**config.mk**
```make
export PLATFORM = sky130hd
export DESIGN_NAME = spike_dispatcher_flat
export DESIGN_NICKNAME = d
export VERILOG_FILES = /design/src/rtl/spike_dispatcher_if.sv /design/src/rtl/spike_dispatcher.sv /design/src/flat_wrapper.sv
export SDC_FILE = /design/constraint.sdc
export NUM_CORES = 1
export LEC_CHECK = 0
export BUFFER_PORTS_ARGS = -buffer_cell sky130_fd_sc_hd__buf_2
export CAP_MARGIN = 15
export CORE_ASPECT_RATIO = 0.6
export CORE_MARGIN = 4
export CORE_UTILIZATION = 44
export CTS_CLUSTER_DIAMETER = 60
export DETAILED_ROUTE_END_ITERATION = 8
export GPL_ROUTABILITY_DRIVEN = 1
export GPL_TIMING_DRIVEN = 0
export PLACE_DENSITY_LB_ADDON = 0.12
export SLEW_MARGIN = 20
export SYNTH_ARGS = -nofsm -noshare
export SYNTH_HDL_FRONTEND = slang
export SYNTH_SLANG_ARGS = --single-unit
```
**constraint.sdc**
```tcl
create_clock -name CLK -period 1.6 [get_ports CLK]
set_input_delay 0.32 -clock CLK [delete_from_list [all_inputs] [get_ports CLK]]
set_output_delay 0.32 -clock CLK [all_outputs]
set_load 0.03 [all_outputs]
```
**src/rtl/spike_dispatcher_if.sv**
```systemverilog
// FIFO read port and AER output bus between the spike dispatcher (master)
// and its FIFO / tinyODIN neighbours (slave).
interface spike_dispatcher_if #(
    parameter int M = 8
);
    logic         FIFO_r_en_o;
    logic [M-1:0] FIFO_r_data_i;
    logic         FIFO_empty_i;
    logic [2*M:0] AERIN_ADDR;
    logic         AERIN_REQ;
    logic         AERIN_ACK;

    modport master (
        output FIFO_r_en_o,
        output AERIN_ADDR,
        output AERIN_REQ,
        input  FIFO_r_data_i,
        input  FIFO_empty_i,
        input  AERIN_ACK
    );

    modport slave (
        input  FIFO_r_en_o,
        input  AERIN_ADDR,
        input  AERIN_REQ,
        output FIFO_r_data_i,
        output FIFO_empty_i,
        output AERIN_ACK
    );
endinterface

```
**src/rtl/spike_dispatcher.sv**
```systemverilog
// Drains the spike FIFO and hands each neuron index to tinyODIN as an AER
// event over a 4-phase req/ack handshake; counts events and flags tick end.
module spike_dispatcher #(
    parameter int           N        = 256,
    parameter int           M        = 8,
    parameter logic [M-1:0] EVT_CODE = 8'hFF
) (
    input  logic                  CLK,
    input  logic                  RSTN,
    input  logic                  en_i,
    input  logic                  start_i,
    input  logic                  filter_done_i,
    spike_dispatcher_if.master    bus,
    output logic [$clog2(N):0]    evt_cnt_o,
    output logic                  busy_o,
    output logic                  done_o
);

    localparam int CW = $clog2(N) + 1;
    localparam logic [CW-1:0] CNT_MAX = CW'(N);

    typedef enum logic [2:0] {
        ST_IDLE = 3'd0,
        ST_POP  = 3'd1,
        ST_LOAD = 3'd2,
        ST_REQ  = 3'd3,
        ST_REL  = 3'd4
    } state_t;

    state_t         r_state;
    state_t         w_state_nxt;
    logic           w_evt_done;
    logic           w_done;
    logic           w_pend_eff;

    logic           r_ack_s1;
    logic           r_ack_s;
    logic           r_fifo_ren;
    logic           r_req;
    logic [2*M:0]   r_addr;
    logic [CW-1:0]  r_cnt;
    logic           r_busy;
    logic           r_done;
    logic           r_pend;

    // ACK comes from another clock domain; only the second flop is trusted.
    always_ff @(posedge CLK or negedge RSTN) begin
        if (!RSTN) begin
            r_ack_s1 <= 1'b0;
            r_ack_s  <= 1'b0;
        end else begin
            r_ack_s1 <= bus.AERIN_ACK;
            r_ack_s  <= r_ack_s1;
        end
    end

    always_ff @(posedge CLK or negedge RSTN) begin
        if (!RSTN) begin
            r_state <= ST_IDLE;
        end else begin
            r_state <= w_state_nxt;
        end
    end

    always_comb begin
        w_state_nxt = r_state;
        w_evt_done  = 1'b0;
        case (r_state)
            ST_IDLE: begin
                if (en_i && !bus.FIFO_empty_i) begin
                    w_state_nxt = ST_POP;
                end
            end
            ST_POP:  w_state_nxt = ST_LOAD;
            ST_LOAD: w_state_nxt = ST_REQ;
            ST_REQ: begin
                if (r_ack_s) begin
                    w_state_nxt = ST_REL;
                end
            end
            ST_REL: begin
                if (!r_ack_s) begin
                    w_evt_done  = 1'b1;
                    w_state_nxt = (en_i && !bus.FIFO_empty_i) ? ST_POP : ST_IDLE;
                end
            end
            default: w_state_nxt = ST_IDLE;
        endcase
    end

    // Outputs are decoded from the next state so they line up with the state itself.
    always_ff @(posedge CLK or negedge RSTN) begin
        if (!RSTN) begin
            r_fifo_ren <= 1'b0;
            r_req      <= 1'b0;
            r_busy     <= 1'b0;
        end else begin
            r_fifo_ren <= (w_state_nxt == ST_POP);
            r_req      <= (w_state_nxt == ST_REQ);
            r_busy     <= (w_state_nxt != ST_IDLE);
        end
    end

    // Address is held after the handshake; it only changes on the next LOAD.
    always_ff @(posedge CLK or negedge RSTN) begin
        if (!RSTN) begin
            r_addr <= '0;
        end else if (r_state == ST_LOAD) begin
            r_addr <= {1'b0, bus.FIFO_r_data_i, EVT_CODE};
        end
    end

    always_ff @(posedge CLK or negedge RSTN) begin
        if (!RSTN) begin
            r_cnt <= '0;
        end else if (start_i) begin
            r_cnt <= '0;
        end else if (w_evt_done && (r_cnt != CNT_MAX)) begin
            r_cnt <= r_cnt + 1'b1;
        end
    end

    // A filter_done arriving while already idle and drained completes next cycle.
    assign w_pend_eff = r_pend || filter_done_i;
    assign w_done     = !start_i && w_pend_eff && (r_state == ST_IDLE) && bus.FIFO_empty_i;

    always_ff @(posedge CLK or negedge RSTN) begin
        if (!RSTN) begin
            r_pend <= 1'b0;
            r_done <= 1'b0;
        end else begin
            r_done <= w_done;
            if (start_i || w_done) begin
                r_pend <= 1'b0;
            end else begin
                r_pend <= w_pend_eff;
            end
        end
    end

    assign bus.FIFO_r_en_o = r_fifo_ren;
    assign bus.AERIN_REQ   = r_req;
    assign bus.AERIN_ADDR  = r_addr;
    assign evt_cnt_o       = r_cnt;
    assign busy_o          = r_busy;
    assign done_o          = r_done;

endmodule

```
**src/flat_wrapper.sv**
```systemverilog
// flat-port wrapper written by rule: the top's interface ports become plain ports
module spike_dispatcher_flat 
#(
    parameter int           N        = 256,
    parameter int           M        = 8,
    parameter logic [M-1:0] EVT_CODE = 8'hFF
)
  (CLK, RSTN, en_i, start_i, filter_done_i, evt_cnt_o, busy_o, done_o, bus_FIFO_r_en_o, bus_AERIN_ADDR, bus_AERIN_REQ, bus_FIFO_r_data_i, bus_FIFO_empty_i, bus_AERIN_ACK);
  spike_dispatcher_if #(.M(M)) bus_i ();
  input  logic CLK;
  input  logic RSTN;
  input  logic en_i;
  input  logic start_i;
  input  logic filter_done_i;
  output logic [$clog2(N):0] evt_cnt_o;
  output logic busy_o;
  output logic done_o;
  output wire logic [$bits(bus_i.FIFO_r_en_o)-1:0] bus_FIFO_r_en_o;
  output wire logic [$bits(bus_i.AERIN_ADDR)-1:0] bus_AERIN_ADDR;
  output wire logic [$bits(bus_i.AERIN_REQ)-1:0] bus_AERIN_REQ;
  input wire logic [$bits(bus_i.FIFO_r_data_i)-1:0] bus_FIFO_r_data_i;
  input wire logic [$bits(bus_i.FIFO_empty_i)-1:0] bus_FIFO_empty_i;
  input wire logic [$bits(bus_i.AERIN_ACK)-1:0] bus_AERIN_ACK;
  assign bus_FIFO_r_en_o = bus_i.FIFO_r_en_o;
  assign bus_AERIN_ADDR = bus_i.AERIN_ADDR;
  assign bus_AERIN_REQ = bus_i.AERIN_REQ;
  assign bus_i.FIFO_r_data_i = bus_FIFO_r_data_i;
  assign bus_i.FIFO_empty_i = bus_FIFO_empty_i;
  assign bus_i.AERIN_ACK = bus_AERIN_ACK;
  spike_dispatcher #(.N(N), .M(M), .EVT_CODE(EVT_CODE)) u_core (.CLK(CLK), .RSTN(RSTN), .en_i(en_i), .start_i(start_i), .filter_done_i(filter_done_i), .bus(bus_i), .evt_cnt_o(evt_cnt_o), .busy_o(busy_o), .done_o(done_o));
endmodule
```
# Word-level counts from Yosys, hierarchy flattened
# Cells that the tools add are included.
word_totals:
  ff_bits: 35
  output_inout_bits: 30
classes:
  n_addsub: 1
  n_eq_ne: 7
  muxes: 10
  n_reduce_logical: 12
ops:
  columns: ["operator", "count"]
  rows:
  - ["2-to-1 mux 9 bit", 2]
  - ["case mux 3 bit (5 select lines)", 1]
  - ["adder 9 x 1 -> 9 bit, second input constant", 1]
  - ["== test 3 x 2 -> 1 bit, second input constant", 3]
  - ["2-to-1 mux 3 bit", 3]
  - ["inequality test 9 bit, second input constant", 1]
  - ["== test 3 x 1 -> 1 bit, second input constant", 2]
  - ["logical AND 1 bit", 5]
  - ["2-to-1 mux 1 bit", 4]
  - ["== test 3 bit, second input constant", 1]
  - ["logical NOT 3 bit", 1]
  - ["nonzero test 3 bit", 1]
  - ["logical NOT 1 bit", 2]
  - ["logical OR 1 bit", 2]
  - ["nonzero test 2 bit", 1]

# Logic depth before layout (Yosys ltp)
depth:
  ltp_word: 6
  depth_mapped: 6
  ltp_nobuf: 6

# Worst setup path after synthesis
# Ideal clock, no wire load.
synth_timing:
  kind: "reg2reg"
  startpoint: "register u_core.r_cnt[0] (netlist: u_core.evt_cnt_o[0])"
  endpoint: "register u_core.r_cnt[1] (netlist: u_core.evt_cnt_o[1])"
  setup_ns: 0.131
  t_arrival_ns: 1.682
  required_time_ns: 1.469
  setup_slack_ns: -0.214
  path_stages_with_launch: 7
  path_cell_list: "dfrtp_1 -> inv_1 -> ha_1 -> nor4bb_1 -> a21oi_1 -> mux2i_1 -> nor2_1"
synth_via:
  elab_chain_len: 3
synth_rtl:
  columns: ["element", "line", "rtl"]
  rows:
  - ["start: declaration", "spike_dispatcher.sv:41", "logic [CW-1:0] r_cnt;"]
  - ["start signal: assignment", "spike_dispatcher.sv:119", "r_cnt <= r_cnt + 1'b1;"]
  - ["adder 9 x 1 -> 9 bit or inequality test 9 bit (tied branches)", "spike_dispatcher.sv:119, spike_dispatcher.sv:118", null]
  - ["2-to-1 mux 9 bit or logical AND 1 bit (tied branches)", "spike_dispatcher.sv:118", "end else if (w_evt_done && (r_cnt != CNT_MAX)) begin"]
  - ["2-to-1 mux 9 bit or nonzero test 2 bit (tied branches)", null, null]
# Parallel ways exist; a longest one is shown, timed or not. The select of a mux whose other input is x is not followed.
# A chain may end at the register's enable or synchronous reset.

# Worst setup path in the final report
layout_timing:
  startpoint: "register u_core.r_state[1]"
  endpoint: "register u_core.r_cnt[7] (netlist: u_core.evt_cnt_o[7])"
layout_via:
  elab_chain_len: 4
layout_rtl:
  columns: ["element", "line", "rtl"]
  rows:
  - ["start: declaration", "spike_dispatcher.sv:30", "state_t r_state;"]
  - ["start signal: assignment", "spike_dispatcher.sv:61", "r_state <= w_state_nxt;"]
  - ["== test 3 bit", "spike_dispatcher.sv:68", "case (r_state)"]
  - ["2-to-1 mux 1 bit", "spike_dispatcher.sv:68", null]
  - ["logical AND 1 bit", "spike_dispatcher.sv:118", null]
  - ["nonzero test 2 bit (no source line)", null, null]
# No other way between the ends.

==> impl.org <==
** Clock tree
- CTS tree :: done
- TritonCTS created 3 clock buffers.
- The longest clock path from root to sink contains 2 buffers.
- Clock-pin slew was measured on the worst setup and hold paths at 0.09 ns.
- The clock drives 28 sinks.
- Root buf cell :: sky130_fd_sc_hd__clkbuf_8
- In this run the number of H-tree levels came out at 1.
- Clk_lat worst skew :: 0.27 ns

** Worst setup path
- Critical register-to-register path endpoint :: u_core.evt_cnt_o[7]$_DFFE_PN0P_
- Worst setup EP type :: flip-flop
- The slowest stage of the critical path is the sky130_fd_sc_hd__or4b_4 cell.
- Launch point of the worst path :: u_core.r_state[1]$_DFF_PN0_
- The setup path with the least slack is of type flip-flop to flip-flop.
- The number of buffers and inverters on the critical path is 1.
- The signal on the critical path passes through or4b_4 -> buf_6 -> nor4_4 -> a21oi_1 -> a31o_1.
- Maximum fanout along the worst path :: 5
- Worst path required time :: 1.76 ns
- The worst setup path is launched from a flip-flop.
- For the worst flop-to-flop path, the logic depth is 5.
- The worst register-to-register path has a setup slack of -0.08 ns.
- Delay-heaviest family, CP :: simple AND/OR/NAND/NOR gates
- Delay contributed by the slowest stage of the critical path :: 0.56 ns
- Reg2reg start :: u_core.r_state[1]$_DFF_PN0_
- Worst path arrival time :: 1.85 ns

** STA
- Setup violations remaining at the end of the flow were counted as 8.
- Clock period minus final worst setup slack :: 1.68 ns
- Clock skew on the completed layout was measured at 0.00670 ns.
- Across all setup checks in the final design, the least slack found is -0.0849 ns.
- Pins Over Slew Limit :: 0
- Max transition margin :: 0.597
- Fmax achieved :: 594 MHz
- Transition at the pin with the smallest max-transition slack :: 0.604 ns
- Final hold analysis gives a worst-case slack of 0.0458 ns.
- Setup repair after global routing missed its margin :: yes
- Fin crit share :: 1.05
- The final number of hold-violating endpoints is 0.

** Min path
- In this run the worst hold path is classified as input port to async pin.

** Floorplanning
- The die is 78.0 µm wide.
- Floorplan die height :: 50.0 µm
- Std cell rows :: 14
- Pin placement for this block handled 45 I/O pins.
- The region available for standard cell placement spans 2650 µm².
- The floorplan step defined a die boundary enclosing 3900 µm².
- For this configuration, the core starts out at a cell density of 0.489.

** Finish
- Final cell utilization of the core :: 0.662
- Area used by sequential logic in the layout :: 703 µm²
- Excluding fillers, the count of instances in the completed layout stands at 201.
- Area growth from synthesis to layout :: 35.4%
- In the final layout, the multi-input gates occupy 576 µm².
- Of the cells placed in the final design, the portion with a size suffix greater than 1 is 0.534.
- Antenna cells :: 0
- Fill cell instance count of the final layout :: 213
- Cell area after layout :: 1750 µm²
- Most common cell after layout, fill and taps aside :: sky130_fd_sc_hd__buf_2
- For this run, the post-layout net count is 179.
- The top cell types in the final layout, fill and taps aside, are sky130_fd_sc_hd__buf_2, sky130_fd_sc_hd__dfrtp_1, sky130_fd_sc_hd__buf_4.

** Synth
- Yosys mapped a number of flops with a built-in enable equal to 0.
- In the synthesized netlist the async set-or-reset flop fraction comes to 1.00.
- Yosys printed 0 warnings.
- In this run the cell area of the synthesized design comes to 1290 µm².
- The largest total area in the synthesized netlist belongs to sky130_fd_sc_hd__dfrtp_1.
- In the post-synthesis netlist, the biggest area contributors are sky130_fd_sc_hd__dfrtp_1, sky130_fd_sc_hd__mux2_2, sky130_fd_sc_hd__buf_4.
- Synthesis instantiated 36 different standard cells from the library.
- Of the post-synthesis cell area, the dominant cell type holds 0.542.
- Syn_nets :: 125
- Flip-flop and latch count after synthesis :: 28
- For this run, the register share of the synthesized area comes to 0.542.
- Post-synthesis average cell area :: 12.0 µm²
- Cell count after synthesis :: 108
- The most used flip-flop cell after synthesis is sky130_fd_sc_hd__dfrtp_1.

** Drt
- In this run the remaining antenna-violating nets after routing total 0.
- The first TritonRoute pass finished after 4 iterations.
- In the routed design, unresolved DRC markers number 0.
- Via count :: 967
- WL/cell :: 14.2 µm
- For this block, the routed nets add up to 2.85 mm of wire.
- Vias per cell :: 4.81
- The first routing iteration left 47 violations.

** Power
- VDD IR max :: 1.01 mV
- Logic pwr share :: 0.385
- LEAKAGE :: 0.812 nW
- Of the total power, the share spent switching nets is 0.348.
- Of the total power, registers draw 0.394.
- The analysis attributes to net switching a power of 0.000861 W.
- In this run the power density over the cells is 1410 nW/µm².
- The internal power of the cells totals 0.00161 W.
- Clk network pwr share :: 0.221

** Global route
- Across every metal layer, demand over resource in global routing totals 0.159.
- The first global-routing pass estimated 4.83 mm of wire.
- Initial antenna violation count :: 0
- The number of global-route vias before repair is 1,053.
- Total gr overflow :: 0
- Entering global routing, the biggest net connects 29 pins.

** Placement
- Post-detailed-placement half-perimeter wirelength :: 2.01 mm
- Final GP Congestion :: 0.774
- Placed standard-cell area :: 1580 µm²
- Input and output buffers added on the ports amount to 43.
- Count of placed standard cells including taps :: 191

** Outcome
- Outcome :: finished, violations left
- The final reports fail on setup timing.

** Run
- Number of violations of the max-capacitance limit :: 0
[cells by family (layout without fill, tap and decap cells)]
| family | after synthesis | in the layout | synth area share |
|---|---|---|---|
| simple gates | 37 | 37 | 0.185 |
| flops | 28 | 28 | 0.542 |
| buf+inv | 14 | 67 | 0.0697 |
| compound gates | 11 | 11 | 0.0629 |
| mux | 9 | 9 | 0.0774 |
| xor+xnor | 6 | 6 | 0.0407 |
| fa+ha+maj | 2 | 2 | 0.0194 |
| other cells | 1 | 1 | 0.00290 |
[state kept, by name, summed over array words and instances, names as in the netlist]
name                    count
u_core.busy_o               1
u_core.r_ack_s              1
u_core.bus.FIFO_r_en_o      1
u_core.bus.AERIN_ADDR       9
u_core.done_o               1
u_core.evt_cnt_o            9
u_core.r_pend               1
u_core.r_state              3
u_core.bus.AERIN_REQ        1
u_core.r_ack_s1             1
[worst register-to-register path: cells and delay by family, from the launching register on]
| family | cells | cell delay [ns] |
|---|---|---|
| buffers and inverters | 1 | 0.15 |
| and+or+nand+nor | 2 | 0.72 |
| DFF | 1 | 0.40 |
| AOI/OAI and AO/OA | 2 | 0.30 |
[area by class of cell]
class                   count  share of cell area
clock buffers               3              0.0236
clock inverters             1              0.0172
flip-flops and latches     28               0.402
inverters                   4             0.00858
plain buffers              10              0.0429
multi-input cells          66               0.329
repair buffers             49               0.149
well taps                  40              0.0286
[cell usage after synthesis (2+ instances only)]
library cell	count
sky130_fd_sc_hd__dfrtp_1	28
sky130_fd_sc_hd__nor2_1	11
sky130_fd_sc_hd__buf_4	8
sky130_fd_sc_hd__mux2_2	8
sky130_fd_sc_hd__xnor2_1	6
sky130_fd_sc_hd__inv_1	4
sky130_fd_sc_hd__a211oi_1	3
sky130_fd_sc_hd__a21oi_1	3
sky130_fd_sc_hd__nand2_1	3
sky130_fd_sc_hd__nand3_1	3
sky130_fd_sc_hd__ha_1	2
sky130_fd_sc_hd__nand3b_1	2
sky130_fd_sc_hd__nor4_4	2
sky130_fd_sc_hd__or2_2	2
sky130_fd_sc_hd__or3_1	2
[through the flow]
step	power (W)	TNS (ns)	setup slack [ns]
2_1_floorplan	0.00160	-0.120	-0.0623
3_5_place_dp	0.00185	-0.845	-0.191
3_3_place_gp	0.00182	-0.745	-0.160
6_report	0.00247	-0.485	-0.0849
5_1_grt	0.00262	-1.03	-0.168
4_1_cts	0.00246	-0.361	-0.0743
[worst max-delay path by stage]
stage	end	cells after the start	slack, ns
2_1_floorplan	u_core.evt_cnt_o[1]$_DFFE_PN0P_	5	-0.06
3_3_place_gp	u_core.evt_cnt_o[1]$_DFFE_PN0P_	5	-0.16
3_5_place_dp	u_core.evt_cnt_o[1]$_DFFE_PN0P_	5	-0.19
4_1_cts	u_core.evt_cnt_o[7]$_DFFE_PN0P_	5	-0.07
5_1_grt	u_core.evt_cnt_o[7]$_DFFE_PN0P_	5	-0.17
6_report	u_core.evt_cnt_o[7]$_DFFE_PN0P_	5	-0.08
[power by group through the flow]
stage               logic (W)  clock network (W)  registers [W]
floorplan            0.000339                  0        0.00126
global route          0.00102           0.000602        0.00100
detailed placement   0.000844                  0        0.00100
global placement     0.000830                  0       0.000993
finish               0.000950           0.000545       0.000974
CTS                  0.000928           0.000561       0.000970
[per-layer routing]
| layer | wire, µm | global-route usage |
|---|---|---|
| met3 | 208 | 0.0545 |
| met5 | 0 | 0 |
| met4 | 47 | 0.0610 |
| met1 | 1280 | 0.196 |
| met2 | 1310 | 0.257 |
[what timing repair did]
item,in CTS,in global routing
endpoints found under the hold margin,0,0
setup buffers,4,1
hold buffers,0,0
pin swaps,3,1
resized for setup,6,6
setup endpoints to repair,9,10
gates cloned,1,0
No activity file was read; power rests on OpenSTA's default activity.
